**src/rtl/pc_sequencer.sv**
```systemverilog
// Fetch program counter: picks the next fetch address from redirect, decode
// jump, return-address-stack prediction or sequential flow, one cycle per update.
module pc_sequencer #(
  parameter int unsigned     XLEN         = 32,
  parameter logic [XLEN-1:0] BOOT_ADDRESS = '0,
  parameter int unsigned     RAS_DEPTH    = 4,
  parameter int unsigned     INSTR_BYTES  = 4
) (
  input  logic                               clock,
  input  logic                               reset_n,
  input  logic                               stall,
  input  logic                               redirect_valid,
  input  logic [XLEN-1:0]                    redirect_target,
  input  logic                               jump,
  input  logic [XLEN-1:0]                    jump_offset,
  input  logic                               call,
  input  logic                               ret,
  output logic [XLEN-1:0]                    instruction_addr,
  output logic [XLEN-1:0]                    ia_plus4,
  output logic                               predicted_return,
  output logic [$clog2(RAS_DEPTH+1)-1:0]     ras_count
);

  localparam int unsigned     PTR_W     = $clog2(RAS_DEPTH);
  localparam int unsigned     CNT_W     = $clog2(RAS_DEPTH + 1);
  localparam logic [XLEN-1:0] STEP      = XLEN'(INSTR_BYTES);
  localparam logic [XLEN-1:0] HALF_MASK = ~XLEN'(1);
  localparam logic [CNT_W-1:0] CNT_MAX  = CNT_W'(RAS_DEPTH);

  logic [XLEN-1:0]  pc_q, pc_d;
  logic [XLEN-1:0]  pc4_q, pc4_d;
  logic             pred_q, pred_d;
  logic [CNT_W-1:0] cnt_q, cnt_d;
  logic [PTR_W-1:0] ptr_q, ptr_d;
  logic             push;
  logic [XLEN-1:0]  ras_q [RAS_DEPTH];

  // State register; RAS contents are deliberately left unreset.
  always_ff @(posedge clock or negedge reset_n) begin
    if (!reset_n) begin
      pc_q   <= BOOT_ADDRESS;
      pc4_q  <= BOOT_ADDRESS + STEP;
      pred_q <= 1'b0;
      cnt_q  <= '0;
      ptr_q  <= '0;
    end else begin
      pc_q   <= pc_d;
      pc4_q  <= pc4_d;
      pred_q <= pred_d;
      cnt_q  <= cnt_d;
      ptr_q  <= ptr_d;
    end
  end

  // Return address of the linking instruction is exactly the current ia_plus4.
  always_ff @(posedge clock) begin
    if (push) begin
      ras_q[ptr_d] <= pc4_q;
    end
  end

  // Next-PC selection in priority order; redirect overrides a stall.
  always_comb begin
    pc_d   = pc_q + STEP;
    pred_d = 1'b0;
    cnt_d  = cnt_q;
    ptr_d  = ptr_q;
    push   = 1'b0;
    if (redirect_valid) begin
      pc_d = redirect_target & HALF_MASK;
    end else if (stall) begin
      pc_d   = pc_q;
      pred_d = pred_q;
    end else if (jump) begin
      pc_d = pc_q + jump_offset;
      if (call) begin
        push  = 1'b1;
        ptr_d = ptr_q + 1'b1;
        cnt_d = (cnt_q == CNT_MAX) ? cnt_q : cnt_q + 1'b1;
      end
    end else if (ret && (cnt_q != '0)) begin
      pc_d   = ras_q[ptr_q];
      pred_d = 1'b1;
      ptr_d  = ptr_q - 1'b1;
      cnt_d  = cnt_q - 1'b1;
    end
    pc4_d = pc_d + STEP;
  end

  always_comb begin
    instruction_addr = pc_q;
    ia_plus4         = pc4_q;
    predicted_return = pred_q;
    ras_count        = cnt_q;
  end

endmodule

```
**config.mk**
```make
export PLATFORM = sky130hd
export DESIGN_NAME = pc_sequencer
export DESIGN_NICKNAME = d
export VERILOG_FILES = /design/src/rtl/pc_sequencer.sv
export SDC_FILE = /design/constraint.sdc
export NUM_CORES = 1
export LEC_CHECK = 0
export CAP_MARGIN = 10
export CORE_MARGIN = 1
export CORE_UTILIZATION = 35
export CTS_CLUSTER_DIAMETER = 150
export DETAILED_ROUTE_END_ITERATION = 16
export PLACE_DENSITY = 0.58
export SLEW_MARGIN = 20
export SYNTH_ARGS = -nofsm -noshare
export SYNTH_HDL_FRONTEND = slang
export SYNTH_SLANG_ARGS = --single-unit
```
**constraint.sdc**
```tcl
create_clock -name clock -period 15.5 [get_ports clock]
set_input_delay 2.325 -clock clock [delete_from_list [all_inputs] [get_ports clock]]
set_output_delay 2.325 -clock clock [all_outputs]
set_load 0.05 [all_outputs]
```
==> results of run 1 <==
cells by family (layout without fill, tap and decap cells):
family | after synthesis | in the layout
xor gates and xnor gates | 59 | 59
and+or+nand+nor | 309 | 309
buffers and inverters | 64 | 204
DFF | 196 | 196
adders and majority gates | 35 | 35
muxes | 38 | 38
AOI/OAI and AO/OA | 233 | 233
flip-flops by register name, indices dropped and copies added (netlist names):
signal / flops
ia_plus4: 32
instruction_addr: 30
predicted_return: 1
ptr_q: 2
ras_count: 3
ras_q: 128
worst register-to-register path, delay by kind of cell, from the launching register on:
kind	cells	cell delay, ns
and+or+nand+nor	5	1.52
DFF	1	0.54
AOI/OAI and AO/OA	3	1.16
buffers and inverters	1	0.08
adders and majority gates	2	0.75
xor gates and xnor gates	2	0.37
power by group:
part / internal, mW / leakage [nW] / total, mW / switching, mW
combinational: 0.300 / 2.41 / 0.795 / 0.495
sequential: 0.630 / 1.92 / 0.714 / 0.0847
clock: 0.243 / 0.283 / 0.452 / 0.208
total: 1.17 / 4.62 / 1.96 / 0.787
area by class of cell:
| type | instances | area, um2 | share of cell area [%] |
|---|---|---|---|
| clock inverters | 14 | 171 | 1.30 |
| repair buffers | 151 | 1470 | 11.2 |
| flip-flops and latches | 196 | 5550 | 42.2 |
| inverters | 21 | 78.8 | 0.599 |
| multi-input cells | 674 | 4960 | 37.7 |
| well taps | 390 | 488 | 3.71 |
| clock buffers | 18 | 429 | 3.26 |
worst paths after layout:
path | startpoint | to | slack, ns | cells past startpoint
max | stall | ia_plus4[28]$_DFF_PN0_ | 8.58 | 9
min | ia_plus4[5]$_DFF_PN0_ | ras_q[1][5]$_DFFE_PP_ | 0.53 | 0
max reg2reg | ia_plus4[0]$_DFFE_PN0P_ | ia_plus4[28]$_DFF_PN0_ | 10.99 | 13
min reg2reg | ia_plus4[5]$_DFF_PN0_ | ras_q[1][5]$_DFFE_PP_ | 0.53 | 0
max in group asynchronous | reset_n | ptr_q[0]$_DFF_PN0_ | 12.78 | 1
min in group asynchronous | reset_n | instruction_addr[27]$_DFF_PN0_ | 2.00 | 1
layout by cell type, fill, tap and decap left out, types with 5 or more instances in the layout:
master and instances:
a211oi_1 9, a21boi_0 7, a21o_1 11, a21oi_1 59
a31oi_1 7, and2_1 7, and3_1 12, and4_1 5
buf_4 15, clkbuf_16 17, clkdlybuf4s50_1 136, dfrtp_1 66
edfxtp_1 128, ha_1 33, inv_1 20, mux2i_1 5
mux4_2 32, nand2_1 72, nand3_1 34, nand3b_1 7
nand4_1 21, nor2_1 70, nor3_1 25, nor4_1 14
o211ai_1 7, o21a_1 5, o21ai_0 39, o21bai_1 5
o22a_1 5, o22ai_1 20, o31ai_1 5, or2_2 5
or3_1 11, or4_1 5, xnor2_1 42, xor2_1 17
cell usage after synthesis, types with 6 or more instances:
cell type / number
a21o_1: 11
mux4_2: 32
and2_1: 7
nand4_1: 21
buf_2: 10
clkbuf_1: 28
or3_1: 11
inv_1: 20
xnor2_1: 42
a31oi_1: 7
dfrtp_1: 67
nand3b_1: 7
edfxtp_1: 128
a211oi_1: 9
nor3_1: 25
xor2_1: 17
nor4_1: 15
a21oi_1: 59
nand3_1: 34
ha_1: 33
o31ai_1: 6
nor2_1: 72
o211ai_1: 7
o21ai_0: 39
and3_1: 12
o22ai_1: 20
a21boi_0: 7
nand2_1: 72
stage by stage:
step	cells	hold WS, ns	worst slack [ns]
6_report	1464	0.527	8.58
5_1_grt	1464	0.546	8.36
4_1_cts	1464	0.529	8.76
3_5_place_dp	1432	0.516	8.31
3_3_place_gp	1432	0.504	8.34
2_1_floorplan	934	0.653	8.48
metal layers:
| layer | share of wire [%] | vias to the layer above | global-route usage, % |
|---|---|---|---|
| li1 | - | 3870 | - |
| met2 | 46 | 370 | 34.3 |
| met3 | 7.1 | 60 | 4.06 |
| met1 | 45 | 4131 | 31.2 |
| met5 | 0 | - | 0 |
| met4 | 2.8 | 0 | 8.48 |
==> results.sh, run 1 <==
export IMPL_synth_xor_area_share_pct=4.81
export IMPL_drive_gt1_share_pct=9.78
export IMPL_clkSinkCount=196
export IMPL_globalplace_congestion=0.909
export IMPL_grt_overflow=0
export IMPL_cts_tree="done"
export IMPL_cts_root_buf="clkbuf_16"
export IMPL_crit_fanout=17
export IMPL_path_delay_family="simple AND/OR/NAND/NOR gates"
export IMPL_dpl_cell_area_mm2=0.0125
export IMPL_vias=8431
export IMPL_gr_usage_all_layers_pct=22.3
export IMPL_fp_dieArea_mm2=0.0314
export IMPL_yosys_area_share_simple_pct=15.0
export IMPL_worstSetupEndpointType="register"
export IMPL_yosys_top_cells_area="edfxtp_1, dfrtp_1, mux4_2"
export IMPL_routed_wl_mm=34.2
export IMPL_fin_util_pct=43.9
export IMPL_worst_slew_pin_slew_ns=1.06
export IMPL_hold_violations=0
export IMPL_postRouteAntennaNets=0
export IMPL_synth_adder_area_share_pct=4.21
export IMPL_hp_class="reg -> reg"
export IMPL_required_ns=15.83
export IMPL_finalPower_mw=1.96
export IMPL_fill_cells=2787
export IMPL_p_per_area_mw_per_mm2=149
export IMPL_die_h_um=177
export IMPL_yosys_warnings=0
export IMPL_synth_top_area_cell="edfxtp_1"
export IMPL_drcViolationCount=0
export IMPL_cts_resized=0
export IMPL_first_pass_iters=5
export IMPL_synth_fp_nets=1040
export IMPL_final_nets=1167
export IMPL_cts_made_buffers=17
export IMPL_area_delta_synth_final_pct=22.4
export IMPL_cts_setup_buffers=0
export IMPL_power_leakage_nw=4.62
export IMPL_grt_setup_unrepaired="false"
export IMPL_path_common_cell="nand4_1"
export IMPL_relSlewSlack_pct=29.3
export IMPL_synthesis_instances=934
export IMPL_syn_area_mm2=0.0107
export IMPL_grt_pass1_wl_mm=51.5
export IMPL_grt_max_degree=69
export IMPL_synth_edf_count=128
export IMPL_synth_seq_area_share_pct=51.6
export IMPL_fin_crit_ns=6.92
export IMPL_synth_distinct_cells=81
export IMPL_io_buffers=137
export IMPL_fin_skew_ns=0.0125
export IMPL_ys_flop_type="edfxtp_1"
export IMPL_ys_seq_elements=196
export IMPL_crit_arrival_ns=7.26
export IMPL_path_buf_inv=2
export IMPL_max_freq_mhz=144
export IMPL_clock_insertion_delay_worst_skew_ns=0.44
export IMPL_core_mm2=0.0300
export IMPL_cts_hold_buf=0
export IMPL_path_clk_slew_ns=0.08
export IMPL_period_share_pct=44.7
export IMPL_worst_setup_path_type="in -> reg"
export IMPL_diodes=0
export IMPL_setup_viol=0
export IMPL_crit_chain="clkdlybuf4s50_1 > clkinv_1 > nand2_1 > nor2_1 > a221oi_1 > nand4_1 > nor4_4 > nand4_1 > xnor2_1"
export IMPL_drtIter0Drc=934
export IMPL_async_flop_share_pct=34.7
export IMPL_rows=63
export IMPL_ios=139
export IMPL_antenna_found_initial=0
export IMPL_dpl_hpwl_mm=24.2
export IMPL_setup_tns_ns=0
export IMPL_startpoint_type="input port"
export IMPL_htreeDepth=4
export IMPL_syn_avg_cell_area_um2=11.5
export IMPL_synth_top_family_by_area="simple AND/OR/NAND/NOR gates"
export IMPL_maxCapViolCount=0
export IMPL_ir_worst_vdd_mv=0.0730
export IMPL_viasPerCell=5.76
export IMPL_finalInstanceArea_mm2=0.0132
export IMPL_synth_top_area_share_pct=35.8
export IMPL_grt_pass1_vias=8404
export IMPL_synth_compound_area_share_pct=14.6
export IMPL_die_w_um=177
export IMPL_slowest_stage="clkdlybuf4s50_1"
export IMPL_status="complete, no violations"
export IMPL_cts_buffer_depth=2
export IMPL_slew_violations=0
export IMPL_synth_mux_area_share_pct=7.28
export IMPL_wl_per_cell_um=23.4
export IMPL_critPathMaxStageDelay_ns=1.04
export IMPL_start_util_pct=35.9
Power figures use the tool's default switching activity.
==> run 2, diff against run 1 <==
Clock period 15.5 ns to 6.4 ns, I/O delays scaled along.
==> results.sh, run 2 (same netlist as run 1, synthesis figures left out) <==
export IMPL_antenna_found_initial=0
export IMPL_cts_buffer_depth=2
export IMPL_fin_skew_ns=0.0114
export IMPL_finalInstanceArea_mm2=0.0132
export IMPL_path_clk_slew_ns=0.07
export IMPL_drtIter0Drc=917
export IMPL_setup_tns_ns=0
export IMPL_max_freq_mhz=206
export IMPL_min_to="ras_q[1][9]$_DFFE_PP_"
export IMPL_area_delta_synth_final_pct=22.9
export IMPL_cts_root_buf="clkbuf_16"
export IMPL_rows=63
export IMPL_worstSetupEndpointType="register"
export IMPL_r2r_cells=13
export IMPL_vias=8468
export IMPL_r2r_slack_ns=2.01
export IMPL_grt_overflow=0
export IMPL_finalPower_mw=4.76
export IMPL_path_buf_inv=2
export IMPL_maxCapViolCount=0
export IMPL_viasPerCell=5.76
export IMPL_die_w_um=177
export IMPL_internal_power_mw=2.87
export IMPL_worst_setup_path_type="in -> reg"
export IMPL_layoutNonFillerInstCount=1471
export IMPL_cts_tree="done"
export IMPL_crit_start="jump_offset[0]"
export IMPL_cts_hold_buf=0
export IMPL_hold_ws_ns=0.525
export IMPL_dpl_cell_area_mm2=0.0126
export IMPL_p_per_area_mw_per_mm2=361
export IMPL_clkSinkCount=196
export IMPL_power_leakage_nw=4.67
export IMPL_setup_viol=0
export IMPL_required_ns=6.72
export IMPL_whs_path_depth=0
export IMPL_crit_fanout=6
export IMPL_slew_violations=0
export IMPL_grt_pass1_vias=8066
export IMPL_p_comb_share_pct=39.7
export IMPL_worst_slew_pin_slew_ns=1.02
export IMPL_crit_chain="clkdlybuf4s50_1 > ha_1 > inv_1 > fa_1 > nand2b_1 > a21boi_1 > o211ai_1 > nand2_1 > xnor2_1 > a221oi_1 > nand4_1 > nor4_4 > nand4_1 > xnor2_1"
export IMPL_netSwitchingPower_mw=1.90
export IMPL_core_mm2=0.0300
export IMPL_io_buffers=137
export IMPL_cts_resized=0
export IMPL_hp_start="ia_plus4[9]$_DFF_PN0_"
export IMPL_ir_worst_vdd_mv=0.157
export IMPL_fill_cells=2743
export IMPL_fp_dieArea_mm2=0.0314
export IMPL_pre_cts_ws_ns=1.21
export IMPL_dpl_hpwl_mm=24.6
export IMPL_crit_arrival_ns=5.18
export IMPL_grt_pass1_wl_mm=50.3
export IMPL_drive_gt1_share_pct=10.5
export IMPL_post_place_cells=1439
export IMPL_drcViolationCount=0
export IMPL_cts_setup_buffers=0
export IMPL_grt_setup_unrepaired="false"
export IMPL_mostFrequentLayoutCells="clkdlybuf4s50_1, edfxtp_1, nand2_1, nor2_1, dfrtp_1"
export IMPL_fin_util_pct=44.1
export IMPL_critPathMaxStageDelay_ns=0.62
export IMPL_largest_register="ras_q"
export IMPL_path_delay_family="simple AND/OR/NAND/NOR gates"
export IMPL_r2r_start="ia_plus4[0]$_DFFE_PN0P_"
export IMPL_ios=139
export IMPL_seqPwrFrac_pct=37.2
export IMPL_start_util_pct=35.9
export IMPL_postRouteAntennaNets=0
export IMPL_r2r_end="ia_plus4[31]$_DFF_PN0_"
export IMPL_hp_class="reg -> reg"
export IMPL_period_share_pct=75.8
export IMPL_first_pass_iters=5
export IMPL_worst_slack_ns=1.55
export IMPL_largest_reg_flops=128
export IMPL_cts_made_buffers=17
export IMPL_wl_per_cell_um=22.9
export IMPL_mostFrequentLayoutCell="clkdlybuf4s50_1"
export IMPL_die_h_um=177
export IMPL_status="complete, no violations"
export IMPL_final_nets=1174
export IMPL_grt_max_degree=69
export IMPL_hold_violations=0
export IMPL_globalplace_congestion=0.894
export IMPL_relSlewSlack_pct=31.5
export IMPL_clock_insertion_delay_worst_skew_ns=0.43
export IMPL_slowest_stage="a221oi_1"
export IMPL_fin_crit_ns=4.85
export IMPL_startpoint_type="input port"
export IMPL_routed_wl_mm=33.7
export IMPL_switching_share_pct=39.8
export IMPL_gr_usage_all_layers_pct=21.7
export IMPL_htreeDepth=4
export IMPL_clkPwrFrac_pct=23.1
export IMPL_diodes=0
[run 2: changes by cell type in the layout (fill, tap and decap cells not counted)]
cell / change
and3_1: -1
and3_2: +1
buf_4: +7
clkbuf_1: +1
clkbuf_8: +2
clkinv_1: -1
clkinv_2: +1
clkinv_8: -1
clkinvlp_4: -3
inv_6: +2
inv_8: -1
[run 2: metal layers]
layer | global-route usage, % | routed length (um) | up-vias
met4 | 7.15 | 841 | 0
met5 | 0 | 0 | -
met1 | 31.4 | 15400 | 4203
met3 | 4.06 | 2430 | 47
li1 | - | - | 3884
met2 | 32.6 | 15000 | 334
[run 2: how the worst max path moves through the flow]
| stage | depth (start not counted) | slack (ns) | to |
|---|---|---|---|
| floorplan | 6 | 0.74 | ras_q[1][0]$_DFFE_PP_ |
| global placement | 14 | 1.20 | ia_plus4[31]$_DFF_PN0_ |
| detailed placement | 14 | 1.21 | ia_plus4[31]$_DFF_PN0_ |
| CTS | 14 | 1.60 | ia_plus4[31]$_DFF_PN0_ |
| global route | 14 | 1.31 | ia_plus4[28]$_DFF_PN0_ |
| finish | 14 | 1.55 | ia_plus4[31]$_DFF_PN0_ |
[run 2: layout make-up]
type	instances	area, um2	area share, %
Sequential cell	196	5550	42.0
Multi-Input combinational cell	674	4960	37.6
Timing Repair Buffer	158	1530	11.6
Tap cell	390	488	3.70
Clock buffer	21	460	3.49
Clock inverter	11	140	1.06
Inverter	21	78.8	0.597
[run 2: power by group through the flow]
stage,Combinational (mW),Sequential [mW],Clock [mW]
2_1_floorplan,0.985,2.01,0
3_3_place_gp,1.87,1.79,0
3_5_place_dp,1.87,1.80,0
4_1_cts,1.88,1.77,1.12
5_1_grt,2.01,1.80,1.16
6_report,1.89,1.77,1.10
